$ cat config.mk
export PLATFORM = sky130hd
export DESIGN_NAME = seg7_scan_driver
export DESIGN_NICKNAME = d
export VERILOG_FILES = /design/src/rtl/seg7_pkg.sv /design/src/rtl/bin2bcd_seq.sv /design/src/rtl/seg7_scan_driver.sv
export SDC_FILE = /design/constraint.sdc
export NUM_CORES = 1
export LEC_CHECK = 0
export BUFFER_PORTS_ARGS = -buffer_cell sky130_fd_sc_hd__buf_2
export CAP_MARGIN = 5
export CORE_MARGIN = 4
export CORE_UTILIZATION = 57
export CTS_BUF_LIST = sky130_fd_sc_hd__clkbuf_16
export DETAILED_ROUTE_END_ITERATION = 12
export GPL_TIMING_DRIVEN = 1
export PLACE_DENSITY = 0.76
export SETUP_SLACK_MARGIN = 0.5
export SYNTH_ARGS = -nofsm -noshare
export SYNTH_HDL_FRONTEND = slang
export SYNTH_SLANG_ARGS = --single-unit
$ cat constraint.sdc
create_clock -name clk -period 2.5 [get_ports clk]
set_input_delay 0.5 -clock clk [delete_from_list [all_inputs] [get_ports clk]]
set_output_delay 0.5 -clock clk [all_outputs]
set_load 0.01 [all_outputs]
$ cat src/rtl/seg7_pkg.sv
// rtl/seg7_pkg.sv - segment patterns, converter state type and helpers for the 7-segment scan driver
package seg7_pkg;

    localparam logic [6:0] SEG_0     = 7'b0000001;
    localparam logic [6:0] SEG_1     = 7'b1001111;
    localparam logic [6:0] SEG_2     = 7'b0010010;
    localparam logic [6:0] SEG_3     = 7'b0000110;
    localparam logic [6:0] SEG_4     = 7'b1001100;
    localparam logic [6:0] SEG_5     = 7'b0100100;
    localparam logic [6:0] SEG_6     = 7'b0100000;
    localparam logic [6:0] SEG_7     = 7'b0001111;
    localparam logic [6:0] SEG_8     = 7'b0000000;
    localparam logic [6:0] SEG_9     = 7'b0000100;
    localparam logic [6:0] SEG_BLANK = 7'b1111111;

    typedef enum logic [1:0] {
        IDLE  = 2'd0,
        SHIFT = 2'd1,
        DONE  = 2'd2
    } conv_state_t;

    function automatic logic [6:0] seg_of(input logic [3:0] d);
        case (d)
            4'd0:    return SEG_0;
            4'd1:    return SEG_1;
            4'd2:    return SEG_2;
            4'd3:    return SEG_3;
            4'd4:    return SEG_4;
            4'd5:    return SEG_5;
            4'd6:    return SEG_6;
            4'd7:    return SEG_7;
            4'd8:    return SEG_8;
            4'd9:    return SEG_9;
            default: return SEG_BLANK;
        endcase
    endfunction

    function automatic logic [63:0] pow10(input int n);
        logic [63:0] r;
        r = 64'd1;
        for (int i = 0; i < n; i++) r = r * 64'd10;
        return r;
    endfunction

endpackage

$ cat src/rtl/bin2bcd_seq.sv
// rtl/bin2bcd_seq.sv - sequential double-dabble binary to BCD converter, one bit per cycle
module bin2bcd_seq
    import seg7_pkg::*;
#(
    parameter int DIGITS = 2,
    parameter int BIN_W  = 7
) (
    input  logic                  clk,
    input  logic                  rst_n,
    input  logic [BIN_W-1:0]      bin,
    input  logic                  load,
    output logic                  busy,
    output logic                  done,
    output logic [4*DIGITS-1:0]   bcd,
    output logic                  ovf
);

    localparam int BCD_W = 4 * DIGITS;
    localparam int CNT_W = $clog2(BIN_W + 1);
    localparam logic [63:0] OVF_LIM = pow10(DIGITS);

    conv_state_t        state, state_nx;
    logic [BIN_W-1:0]   sh;
    logic [BCD_W-1:0]   acc;
    logic [BCD_W-1:0]   acc_adj;
    logic [CNT_W-1:0]   cnt;
    logic               ovf_next;

    always_comb begin
        acc_adj = acc;
        for (int j = 0; j < DIGITS; j++) begin
            if (acc[j*4 +: 4] >= 4'd5) acc_adj[j*4 +: 4] = acc[j*4 +: 4] + 4'd3;
        end
    end

    always_comb begin
        state_nx = state;
        case (state)
            IDLE:    if (load) state_nx = SHIFT;
            SHIFT:   if (cnt == CNT_W'(BIN_W - 1)) state_nx = DONE;
            DONE:    state_nx = IDLE;
            default: state_nx = IDLE;
        endcase
    end

    always_ff @(posedge clk or negedge rst_n) begin
        if (!rst_n) state <= IDLE;
        else        state <= state_nx;
    end

    always_ff @(posedge clk or negedge rst_n) begin
        if (!rst_n) begin
            sh       <= '0;
            acc      <= '0;
            cnt      <= '0;
            ovf_next <= 1'b0;
        end else if (state == IDLE && load) begin
            sh       <= bin;
            acc      <= '0;
            cnt      <= '0;
            ovf_next <= 64'(bin) >= OVF_LIM;
        end else if (state == SHIFT) begin
            // BCD digits beyond DIGITS are dropped; such values are flagged by ovf_next and blanked
            {acc, sh} <= {acc_adj[BCD_W-2:0], sh, 1'b0};
            cnt       <= cnt + 1'b1;
        end
    end

    assign busy = (state != IDLE);
    assign done = (state == DONE);
    assign bcd  = acc;
    assign ovf  = ovf_next;

endmodule

$ cat src/rtl/seg7_scan_driver.sv
// rtl/seg7_scan_driver.sv - multiplexed 7-segment driver with BCD conversion; SEG7_LZB_EN enables leading-zero blanking
module seg7_scan_driver
    import seg7_pkg::*;
#(
    parameter int DIGITS   = 2,
    parameter int BIN_W    = 7,
    parameter int SCAN_DIV = 50000
) (
    input  logic              clk,
    input  logic              rst_n,
    input  logic [BIN_W-1:0]  bin,
    input  logic              load,
    output logic              busy,
    output logic              ovf,
    output logic [6:0]        seg_n,
    output logic [DIGITS-1:0] an_n
);

    localparam int IDX_W  = (DIGITS > 1) ? $clog2(DIGITS) : 1;
    localparam int SCAN_W = $clog2(SCAN_DIV);

    logic                  conv_done;
    logic                  conv_ovf;
    logic [4*DIGITS-1:0]   conv_bcd;

    logic [4*DIGITS-1:0]   disp_bcd;
    logic                  disp_ovf;
    logic                  disp_valid;

    logic [SCAN_W-1:0]     scan_cnt;
    logic [IDX_W-1:0]      idx;

    logic [3:0]            nib;
    logic [6:0]            seg_nx;
    logic [DIGITS-1:0]     an_nx;

    bin2bcd_seq #(
        .DIGITS (DIGITS),
        .BIN_W  (BIN_W)
    ) u_conv (
        .clk   (clk),
        .rst_n (rst_n),
        .bin   (bin),
        .load  (load),
        .busy  (busy),
        .done  (conv_done),
        .bcd   (conv_bcd),
        .ovf   (conv_ovf)
    );

    always_ff @(posedge clk or negedge rst_n) begin
        if (!rst_n) begin
            disp_bcd   <= '0;
            disp_ovf   <= 1'b0;
            disp_valid <= 1'b0;
        end else if (conv_done) begin
            disp_bcd   <= conv_bcd;
            disp_ovf   <= conv_ovf;
            disp_valid <= 1'b1;
        end
    end

    // Free-running scan; conversions never touch the phase
    always_ff @(posedge clk or negedge rst_n) begin
        if (!rst_n) begin
            scan_cnt <= '0;
            idx      <= '0;
        end else if (scan_cnt == SCAN_W'(SCAN_DIV - 1)) begin
            scan_cnt <= '0;
            idx      <= (idx == IDX_W'(DIGITS - 1)) ? '0 : idx + 1'b1;
        end else begin
            scan_cnt <= scan_cnt + 1'b1;
        end
    end

`ifdef SEG7_LZB_EN
    logic upper_nz;
`endif

    always_comb begin
        nib = 4'd0;
        for (int i = 0; i < DIGITS; i++) begin
            if (int'(idx) == i) nib = disp_bcd[i*4 +: 4];
        end
        seg_nx = SEG_BLANK;
        if (disp_valid && !disp_ovf) seg_nx = seg_of(nib);
`ifdef SEG7_LZB_EN
        upper_nz = 1'b0;
        for (int i = 0; i < DIGITS; i++) begin
            if (i >= int'(idx) && disp_bcd[i*4 +: 4] != 4'd0) upper_nz = 1'b1;
        end
        if (!upper_nz && idx != '0) seg_nx = SEG_BLANK;
`endif
        an_nx = disp_valid ? ~(DIGITS'(1) << idx) : '1;
    end

    // Registered outputs give the display its single atomic update edge
    always_ff @(posedge clk or negedge rst_n) begin
        if (!rst_n) begin
            seg_n <= SEG_BLANK;
            an_n  <= '1;
            ovf   <= 1'b0;
        end else begin
            seg_n <= seg_nx;
            an_n  <= an_nx;
            ovf   <= disp_ovf;
        end
    end

endmodule

==> flow_summary.ini <==
[cells_and_area]
num_antenna_cells = 0
finalNonFillerCells = 340
drive_above_1_share_pct = 19.8
design_area_um2 = 3190
nNetsFinal = 306
fillers = 334
area_growth_pct = 17.2

[critical_path]
r2r_start = idx$_DFFE_PN0N_
cpPeakStageDelay_ns = 0.60
r2r-end = seg_n[0]$_DFF_PN1_
worst_ep_required_time_ns = 2.74
endpoint_kind = flip-flop
worst_setup_path_start_kind = flip-flop
cp_slowest_cell = dfrtp_1
timing.reg2reg.setup_slack_ns = 0.70
r2r_cells = 5
cp.arrival_ns = 2.04
cp_cell_sequence = mux2i_2, inv_1, ha_1, nor3_1, o21ai_0
crit_path_max_fanout = 9
crit_type = flip-flop to flip-flop

[power]
finalPower_mw = 3.63
power.leakage_nw = 1.50
vdd_drop_max_uv = 641
power_density_nw_per_um2 = 1140

[drt]
final_antenna_net_count = 0
drc = 0
drt_iter0_markers = 84
wirelength_um = 4950
first_pass_iters = 4
vias = 1902
wire_per_inst_um = 14.6
routed_via_density = 5.59

[die]
die_y_um = 77.1
die_x_um = 77.1
dieArea_um2 = 5940
row_count = 24
initial_core_util_pct = 60.8
num_io_pins = 21
core-area_um2 = 4470

[logic_synthesis]
synth.area.top_cells = dfrtp_1 (45%), dfstp_2 (8.7%), ha_1 (6.0%)
yosysSeqAreaShare_pct = 53.8
yosysTopAreaCellShare_pct = 45.1
synthArstFlopShare_pct = 100
ys.flop_type = dfrtp_1
synth_top_family_by_area = simple AND/OR/NAND/NOR gates
synth_cell_types = 33
yosys_warnings = 0
yosys_register_bits = 58
synth_top_area_cell = dfrtp_1
syn_nets = 277
synth-simple-area-share_pct = 16.0
synth_xor_area_share_pct = 5.48
synthAdderAreaFrac_pct = 5.98
synth_compound_area_share_pct = 9.85
synthTopCellsByCount = dfrtp_1 (49), nand2_1 (27), o21ai_0 (24), nor2_1 (21), ha_1 (13)
synth_area_per_cell_um2 = 10.7
synth_most_common_cell = dfrtp_1
synthMuxAreaShare_pct = 6.67
synth_edf_count = 0
netlist_area_um2 = 2720
synthCells = 254

[timing]
tightestPinTransition_ns = 0.549
fmax_ghz = 0.556
relSlewSlack_pct = 63.4
whs_ns = 0.166
fin_tns_setup_ns = 0
min_period_ns = 1.80
hold_viol = 0
rsz0062_at_grt = no
clock_skew_ns = 0.00589
slew_violations = 0
setup_violations = 0
timing.final.crit_share_pct = 72.0

[global_route]
track_usage_pct = 17.7
grt_pass1_wl_um = 8340
grt_max_degree = 36
antenna_found_initial = 0
grt_overflow = 0
busiest_layer = met2
met3_usage_pct = 3.75
grt_pass1_vias = 1859
use_met1_pct = 22.5
met2_usage_pct = 28.6

[run_status]
status = finished, final reports clean

[clock_network]
clkTransAtPathRegs_ns = 0.05
clockRootBuffer = clkbuf_16
cts_tree = yes
cts_hold_buf = 0
htree_levels = 3
cts_made_buffers = 9
clock_path_buffers = 2
clkSinkCount = 58
clock_latency_ns = 0.32

[worst_hold_path]
hold_class = primary input to asynchronous set/reset pin

[place]
port_buffers = 20
place_congestion = 0.824
dp_hpwl_um = 3360
detailed_place.area_um2 = 2900
placed_cells = 324

[run]
cap_violations = 0
per-layer routing:
layer | part of all wire (%) | routed length [um]
met1 | 46 | 2260
met2 | 49 | 2410
met3 | 3.4 | 169
met4 | 2.3 | 112
met5 | 0 | 0
through the flow:
stage	util (%)	setup slack, ns
6_report	71.2	0.701
5_1_grt	71.2	0.614
4_1_cts	71.0	0.640
3_5_place_dp	64.8	0.658
3_3_place_gp	64.8	0.767
2_1_floorplan	-	0.900
cell families (layout without fill, tap and decap cells):
family	after synthesis	count (layout)
simple gates	88	88
compound gates	45	45
buf+inv	16	50
fa+ha+maj	13	13
mux	17	17
xor+xnor	17	17
flops	58	58
what timing repair did:
action	in CTS	in global routing
setup buffers	0	0
resized for setup	0	2
setup endpoints to repair	0	1
worst max-delay path by stage:
stage                                from                 end  slack (ns)  depth (start not counted)
after floorplan           idx$_DFFE_PN0N_  seg_n[0]$_DFF_PN1_        0.90                          6
final                     idx$_DFFE_PN0N_  seg_n[0]$_DFF_PN1_        0.70                          5
after global placement    idx$_DFFE_PN0N_  seg_n[0]$_DFF_PN1_        0.77                          5
after CTS                 idx$_DFFE_PN0N_  seg_n[0]$_DFF_PN1_        0.64                          5
after detailed placement  idx$_DFFE_PN0N_  seg_n[0]$_DFF_PN1_        0.66                          5
after global routing      idx$_DFFE_PN0N_  seg_n[0]$_DFF_PN1_        0.61                          5
layout by cell type, fill, tap and decap left out, drive strengths merged:
cell / count
inv: 14
o31ai: 1
a32o: 1
mux2i: 8
nand2b: 6
nor4: 1
nor4b: 1
xor2: 6
a22oi: 5
nand3: 10
buf: 23
nand4: 6
nor2b: 6
nand2: 27
nand3b: 1
nor3: 6
nor2: 21
xnor2: 11
o311ai: 1
a21oi: 7
and3b: 1
and3: 2
clkinv: 3
dfstp: 9
dfrtp: 49
a31o: 1
mux2: 9
o21ai: 24
o21bai: 1
clkbuf: 9
a22o: 3
bufinv: 1
ha: 13
a31oi: 1
flip-flops by register name (all words and copies together), names as in the netlist, 2 cells and up:
register / cells
an_n: 2
disp_bcd: 8
scan_cnt: 16
seg_n: 7
u_conv.bcd: 8
u_conv.cnt: 3
u_conv.sh: 7
u_conv.state: 2
critical path: cells and delay by family, from the launching register on:
kind,cells,cell delay (ns)
buf+inv,1,0.15
simple gates,1,0.20
fa+ha+maj,1,0.22
compound gates,1,0.12
mux,1,0.44
flops,1,0.60
area by class of cell:
cell class | instances | area, um2 | area share [%]
Sequential cell | 58 | 1460 | 45.9
Multi-Input combinational cell | 180 | 1200 | 37.7
Clock buffer | 9 | 225 | 7.07
Timing Repair Buffer | 23 | 135 | 4.24
Tap cell | 52 | 65.1 | 2.04
Clock inverter | 7 | 53.8 | 1.69
Inverter | 11 | 41.3 | 1.30
report_power, final:
| group | leakage, nW | internal [mW] | switching (mW) |
|---|---|---|---|
| Combinational | 0.616 | 0.463 | 0.565 |
| Sequential | 0.734 | 1.26 | 0.209 |
| Clock | 0.148 | 0.748 | 0.385 |
| Total | 1.50 | 2.47 | 1.16 |
No activity file was read; power rests on OpenSTA's default activity.
